==> src/rtl/mic_bus_pkg.sv <==
// Shared definitions for the RV32I microcontroller data bus (w_mic_*),
// used by the core and by the external responder.
package mic_bus_pkg;

  typedef enum logic [1:0] {
    ACCESS_READ  = 2'd0,
    ACCESS_WRITE = 2'd1,
    ACCESS_CODE  = 2'd2,
    ACCESS_NONE  = 2'd3
  } access_e;

  typedef enum logic [1:0] {
    SIZE_BYTE = 2'd0,
    SIZE_HALF = 2'd1,
    SIZE_WORD = 2'd2
  } size_e;

  // funct3 load encodings; bit 2 selects zero extension
  localparam logic [2:0] F3_LB  = 3'b000;
  localparam logic [2:0] F3_LH  = 3'b001;
  localparam logic [2:0] F3_LW  = 3'b010;
  localparam logic [2:0] F3_LBU = 3'b100;
  localparam logic [2:0] F3_LHU = 3'b101;

  localparam logic [3:0] LOCAL_TAG_DEFAULT = 4'h1;

endpackage

==> src/rtl/mic_lane_fmt.sv <==
// Byte-lane formatting between the CPU and the 32-bit peripheral port:
// byte enables and replication for stores, shift and extension for loads.
module mic_lane_fmt
  import mic_bus_pkg::*;
(
  input  logic [1:0]  wr_off_i,
  input  logic [1:0]  wr_size_i,
  input  logic [31:0] wr_data_i,
  output logic [3:0]  wr_be_o,
  output logic [31:0] wr_data_o,
  input  logic [1:0]  rd_off_i,
  input  logic [2:0]  rd_ctrl_i,
  input  logic [31:0] rd_word_i,
  output logic [31:0] rd_data_o
);

  logic [31:0] rd_shifted;

  always_comb begin
    // NOTE: every output gets a default first so no path leaves it unassigned (no latch).
    wr_be_o   = 4'b1111;
    wr_data_o = wr_data_i;
    case (wr_size_i)
      SIZE_BYTE: begin
        wr_be_o   = 4'b0001 << wr_off_i;
        wr_data_o = {4{wr_data_i[7:0]}};
      end
      // misaligned halfwords silently use the upper/lower half selected by a[1]
      SIZE_HALF: begin
        wr_be_o   = 4'b0011 << {wr_off_i[1], 1'b0};
        wr_data_o = {2{wr_data_i[15:0]}};
      end
      default: ;
    endcase
  end

  assign rd_shifted = rd_word_i >> {rd_off_i, 3'b000};

  always_comb begin
    rd_data_o = rd_shifted;
    case (rd_ctrl_i)
      F3_LB:   rd_data_o = {{24{rd_shifted[7]}}, rd_shifted[7:0]};
      F3_LBU:  rd_data_o = {24'd0, rd_shifted[7:0]};
      F3_LH:   rd_data_o = {{16{rd_shifted[15]}}, rd_shifted[15:0]};
      F3_LHU:  rd_data_o = {16'd0, rd_shifted[15:0]};
      default: ;
    endcase
  end

endmodule

==> src/rtl/mic_ext_responder.sv <==
// Responder for CPU loads/stores outside the local BRAM tag: stalls the core,
// forwards one valid/ready transaction downstream and bounds it with a timeout.
module mic_ext_responder
  import mic_bus_pkg::*;
#(
  parameter logic [3:0]  LOCAL_TAG = LOCAL_TAG_DEFAULT,
  parameter int unsigned TO_BITS   = 8,
  parameter int unsigned TO_CYCLES = 255,
  parameter logic [31:0] ERR_RDATA = 32'hFFFF_FFFF
) (
  input  logic        CLK,
  input  logic        RST,
  input  logic [31:0] w_mic_addr,
  input  logic [31:0] w_mic_wdata,
  input  logic        w_mic_mmuwe,
  input  logic [2:0]  w_mic_ctrl,
  input  logic [1:0]  w_mic_req,
  output logic        w_stall,
  output logic [31:0] w_data,
  output logic        m_valid,
  output logic        m_we,
  output logic [31:0] m_addr,
  output logic [3:0]  m_be,
  output logic [31:0] m_wdata,
  input  logic        m_ready,
  input  logic [31:0] m_rdata,
  output logic        r_err,
  input  logic        err_clr
);

  typedef enum logic [1:0] {
    ST_IDLE = 2'd0,
    ST_BUSY = 2'd1,
    ST_DONE = 2'd2
  } state_e;

  state_e state_q, state_d;

  logic               m_valid_q, m_we_q, r_err_q;
  logic [3:0]         m_be_q;
  logic [31:0]        m_addr_q, m_wdata_q, w_data_q;
  logic [1:0]         off_q;
  logic [2:0]         ctrl_q;
  logic [TO_BITS-1:0] cnt_q;

  logic        start, hit_ready, hit_timeout;
  logic [3:0]  fmt_be;
  logic [31:0] fmt_wdata, fmt_rdata, raw_rdata;

  assign start = (state_q == ST_IDLE) &&
                 (w_mic_mmuwe ||
                  (access_e'(w_mic_req) == ACCESS_READ && w_mic_addr[31:28] != LOCAL_TAG));

  assign hit_ready   = (state_q == ST_BUSY) && m_ready;
  assign hit_timeout = (state_q == ST_BUSY) && !m_ready && (cnt_q == TO_BITS'(TO_CYCLES));
  assign raw_rdata   = m_ready ? m_rdata : ERR_RDATA;

  mic_lane_fmt u_fmt (
    .wr_off_i  (w_mic_addr[1:0]),
    .wr_size_i (w_mic_ctrl[1:0]),
    .wr_data_i (w_mic_wdata),
    .wr_be_o   (fmt_be),
    .wr_data_o (fmt_wdata),
    .rd_off_i  (off_q),
    .rd_ctrl_i (ctrl_q),
    .rd_word_i (raw_rdata),
    .rd_data_o (fmt_rdata)
  );

  always_ff @(posedge CLK or posedge RST) begin
    if (RST) state_q <= ST_IDLE;
    else     state_q <= state_d;
  end

  always_comb begin
    state_d = state_q;
    case (state_q)
      ST_IDLE: if (start) state_d = ST_BUSY;
      ST_BUSY: if (hit_ready || hit_timeout) state_d = ST_DONE;
      default: state_d = ST_IDLE;
    endcase
  end

  // The detect cycle stalls combinationally so the core never advances past the access.
  always_comb begin
    w_stall = 1'b0;
    case (state_q)
      ST_IDLE: w_stall = start;
      ST_BUSY: w_stall = 1'b1;
      default: w_stall = 1'b0;
    endcase
    if (RST) w_stall = 1'b0;
  end

  always_ff @(posedge CLK or posedge RST) begin
    if (RST) begin
      m_valid_q <= 1'b0;
      m_we_q    <= 1'b0;
      m_be_q    <= 4'd0;
      m_addr_q  <= 32'd0;
      m_wdata_q <= 32'd0;
      off_q     <= 2'd0;
      ctrl_q    <= 3'd0;
      cnt_q     <= '0;
      w_data_q  <= 32'd0;
      r_err_q   <= 1'b0;
    end else begin
      // NOTE: non-blocking updates so every register samples pre-edge values.
      if (start) begin
        m_valid_q <= 1'b1;
        m_we_q    <= w_mic_mmuwe;
        m_be_q    <= fmt_be;
        m_addr_q  <= {w_mic_addr[31:2], 2'b00};
        m_wdata_q <= fmt_wdata;
        off_q     <= w_mic_addr[1:0];
        ctrl_q    <= w_mic_ctrl;
        cnt_q     <= '0;
      end else if (hit_ready || hit_timeout) begin
        m_valid_q <= 1'b0;
        if (!m_we_q) w_data_q <= fmt_rdata;
      end else if (state_q == ST_BUSY) begin
        cnt_q <= cnt_q + 1'b1;
      end

      if (hit_timeout)  r_err_q <= 1'b1;
      else if (err_clr) r_err_q <= 1'b0;
    end
  end

  assign m_valid = m_valid_q;
  assign m_we    = m_we_q;
  assign m_be    = m_be_q;
  assign m_addr  = m_addr_q;
  assign m_wdata = m_wdata_q;
  assign w_data  = w_data_q;
  assign r_err   = r_err_q;

endmodule
==> config.mk <==
export PLATFORM = sky130hd
export DESIGN_NAME = mic_ext_responder
export DESIGN_NICKNAME = d
export VERILOG_FILES = /design/src/rtl/mic_bus_pkg.sv /design/src/rtl/mic_lane_fmt.sv /design/src/rtl/mic_ext_responder.sv
export SDC_FILE = /design/constraint.sdc
export NUM_CORES = 1
export LEC_CHECK = 0
export ABC_AREA = 1
export CORE_UTILIZATION = 49
export CTS_CLUSTER_DIAMETER = 30
export DETAILED_ROUTE_END_ITERATION = 10
export PLACE_DENSITY = 0.87
export SLEW_MARGIN = 20
export SYNTH_ARGS = -nofsm -noshare
export SYNTH_HDL_FRONTEND = slang
export SYNTH_SLANG_ARGS = --single-unit
==> constraint.sdc <==
create_clock -name CLK -period 9.9 [get_ports CLK]
set_input_delay 1.98 -clock CLK [delete_from_list [all_inputs] [get_ports CLK]]
set_output_delay 1.98 -clock CLK [all_outputs]
set_load 0.02 [all_outputs]
==> summary.md <==
| Metric | Value |
|---|---|
| Register bit total from synthesis | `116` |
| Layout cell share with drive strength beyond 1 | `0.0473` |
| Net Switching | `~1.1 mW` |
| Sequential Power Share | `0.302` |
| Tightest Pin Transition | `1.05 ns` |
| HPWL after DPL | `approximately 11000 µm` |
| Hold depth | `2` |
| Maximum VDD drop | `179 µV` |
| Seq/Total Area, Yosys | `0.505` |
| Final hold vios | `0` |
| Hold endpoint | `m_addr[5]$_DFFE_PP0P_` |
| CP arrival | `around 4.8 ns` |
| Max Fclk | `between 100 and 150 MHz` |
| Die area | `between 0.01 and 0.015 mm²` |
| Port-buffer cells | `approximately 210` |
| Crit end category | `output port` |
| PwrDens | `roughly 330 mW/mm²` |
| Post CTS Setup Buffer Count | `0` |
| DRT iter0 DRCs | `between 300 and 400` |
| Number of H-tree branching levels | `4` |
| Reg2Reg Depth | `6` |
| Die W | `~110 µm` |
| Distinct cells, synth | `26` |
| Clock power frac | `0.227` |
| WL/cell | `~15 µm` |
| Setup tns final | `0 ns` |
| Cell Rows | `39` |
| Number of global-route vias before repair | `between 5000 and 6000` |
| I/O pin cnt | `210` |
| Clk buf depth | `2` |
| WS Path Type | `in2out` |
| Inserted Diodes | `0` |
| Crit Path Max Fanout | `about 120` |
| Net Sw Frac | `0.408` |
| Post-Syn Area | `~0.0057 mm²` |
| Slew Viols, Final | `0` |
| Reg2reg end | `w_data[11]$_DFFE_PP0P_` |
| Hold Buf Count CTS | `0` |
| Unrepaired setup endpoints after global routing | `no` |
| Die height | `about 110 µm` |
| Antenna-violating nets left | `0` |
| Filler cell count | `874` |
| P_leak | `4.10 nW` |
| Area grow syn2layout | `46.0%` |
| Initial Util | `0.504` |
| Status | `complete, no violations` |
| Min Hold Slack | `about 0.48 ns` |
| First-pass GRT wire length | `26600 µm` |
| Clock Latency Late Sink | `a little over 0.4 ns` |
| Final Wtd Congestion | `0.907` |
| Setup violators final | `0` |
| Root Buffer | `clkbuf_16` |
| DRC viols | `0` |
| Max_cap viols | `0` |
| Clock sinks | `approximately 120` |
| Hold wc startpoint | `m_addr[5]$_DFFE_PP0P_` |
| Critical path required time | `about 7.9 ns` |
| Initial antenna violation count | `0` |
| Post-DR vias/cell | `just over 5` |
| Int Power | `1.65 mW` |
| Total track usage | `0.294` |
| Clock-pin slew on the worst setup and hold paths | `approximately 0.060 ns` |
| Largest net degree at the start of global routing | `between 100 and 150` |
| Worst hold-check path type | `reg2reg` |
| Clock Skew | `0.00537 ns` |
| Syn Inst Count | `~770` |
| Core region area | `between 0.01 and 0.015 mm²` |
| Reg-to-Reg Start | `state_q[1]$_DFFE_PP0P_` |
| Comb power frac | `0.472` |
| Routed via count | `between 5000 and 6000` |
| Final wirelength | `~17000 µm` |
| Flop-to-flop setup slack | `about 7.4 ns` |
| Final Critical Period | `just under 7 ns` |
| CTS Buf Count | `17` |
| Period Utilization, post-route | `0.689` |
| DR pass1 iterations | `5` |
| TritonCTS clock tree | `built` |
| Worst slew margin | `0.300` |
| Resized Gates After CTS | `0` |
| Net count reported at finish | `1066` |
| Avg Cell Area, Syn | `7.44 µm²` |
| Congestion Overflow GR | `0` |
| Setup crit start kind | `input port` |
| Yosys Warn Count | `0` |
worst max path at each step:
| stage | slack (ns) | cells after the start | start | end |
|---|---|---|---|---|
| 6_report | 3.08 | 12 | w_mic_addr[28] | w_stall |
| 5_1_grt | 2.82 | 12 | w_mic_addr[28] | w_stall |
| 4_1_cts | 3.03 | 12 | w_mic_addr[28] | w_stall |
| 3_5_place_dp | 3.04 | 12 | w_mic_addr[28] | w_stall |
| 3_3_place_gp | 3.04 | 12 | w_mic_addr[28] | w_stall |
| 2_1_floorplan | 2.93 | 3 | RST | w_stall |
power groups by stage:
stage               logic (mW)  registers [mW]  clock network (mW)
floorplan                0.555            1.04                   0
global placement          1.30           0.838                   0
detailed placement        1.31           0.838                   0
CTS                       1.33           0.841               0.637
global route              1.44           0.872               0.658
finish                    1.32           0.843               0.633
registers in the layout (all words and copies together) (netlist names):
| name | cells |
|---|---|
| m_wdata | 32 |
| off_q | 2 |
| w_data | 32 |
| m_addr | 30 |
| cnt_q | 8 |
| r_err | 1 |
| m_valid | 1 |
| m_we | 1 |
| m_be | 4 |
| state_q | 2 |
| ctrl_q | 3 |
synth_stat cells:
library cell,number,share of area
nand3_4,1,0.0030
nor2_1,59,0.039
nand2_2,5,0.0054
buf_4,11,0.014
inv_2,2,0.0013
nand3b_1,1,0.0013
nand3_1,61,0.053
ha_1,1,0.0022
nand2_1,338,0.22
buf_1,4,0.0026
nand4_1,1,0.0011
conb_1,1,0.00065
clkinv_4,1,0.0015
buf_2,18,0.016
a21oi_1,34,0.030
o211ai_1,8,0.010
clkbuf_1,8,0.0052
xnor2_1,2,0.0030
inv_1,42,0.027
nor2_2,2,0.0022
nor3_1,1,0.00087
nand3_2,1,0.0017
dfrtp_1,116,0.50
xor2_1,3,0.0046
buf_6,3,0.0059
o21ai_0,49,0.043
through the flow:
step	setup WS, ns	cells	utilization	power (mW)	cell area [µm²]
global placement	3.04	1083	0.682	2.13	7780
finish	3.08	1115	0.735	2.80	8400
detailed placement	3.04	1083	0.682	2.15	7780
floorplan	2.93	774	-	1.59	5750
global route	2.82	1115	0.735	2.97	8400
CTS	3.03	1115	0.735	2.80	8400
worst max-delay path: stages:
cell	delay, ns
clkdlybuf4s50_1	0.46
inv_1	0.06
nor2_1	0.08
nand2_1	0.06
nand2_1	0.11
nand2_1	0.11
nand2_4	0.76
inv_1	0.09
buf_4	0.29
o21ai_0	0.19
inv_1	0.07
clkdlybuf4s50_1	0.53
per-layer routing:
metal	up-vias	part of all wire	track usage
met2	250	0.47	0.461
met1	2658	0.40	0.360
li1	2796	-	-
met3	40	0.10	0.106
met5	-	0	0
met4	0	0.028	0.138
cell usage in the layout, fill, tap and decap left out, types with 2 or more instances in the layout:
| cell | n |
|---|---|
| nand2_1 | 338 |
| clkdlybuf4s50_1 | 207 |
| dfrtp_1 | 116 |
| nand3_1 | 61 |
| nor2_1 | 59 |
| o21ai_0 | 49 |
| inv_1 | 41 |
| a21oi_1 | 34 |
| clkbuf_16 | 17 |
| o211ai_1 | 8 |
| clkinvlp_4 | 6 |
| nand2_2 | 4 |
| xor2_1 | 3 |
| clkinv_4 | 3 |
| bufinv_16 | 3 |
| buf_4 | 3 |
| nor2_2 | 2 |
| xnor2_1 | 2 |
| inv_2 | 2 |
| conb_1 | 2 |
| clkbuf_8 | 2 |
| clkbuf_1 | 2 |
cell families after synthesis:
family | count (synthesis) | synth area share
and+or+nand+nor | 470 | 0.328
DFF | 116 | 0.505
AOI/OAI and AO/OA | 91 | 0.0827
buffers and inverters | 89 | 0.0740
xor gates and xnor gates | 5 | 0.00762
adders and majority gates | 1 | 0.00218
other | 1 | 0.000652
cell type report:
class | count | area [µm²] | share of cell area
sequential | 116 | 2900 | 0.346
multi-input combinational | 569 | 2430 | 0.289
timing repair buffer | 210 | 2090 | 0.249
clock buffer | 21 | 460 | 0.0548
tap | 143 | 179 | 0.0213
inverter | 45 | 176 | 0.0210
clock inverter | 11 | 153 | 0.0182
No activity file was read; power rests on OpenSTA's default activity.
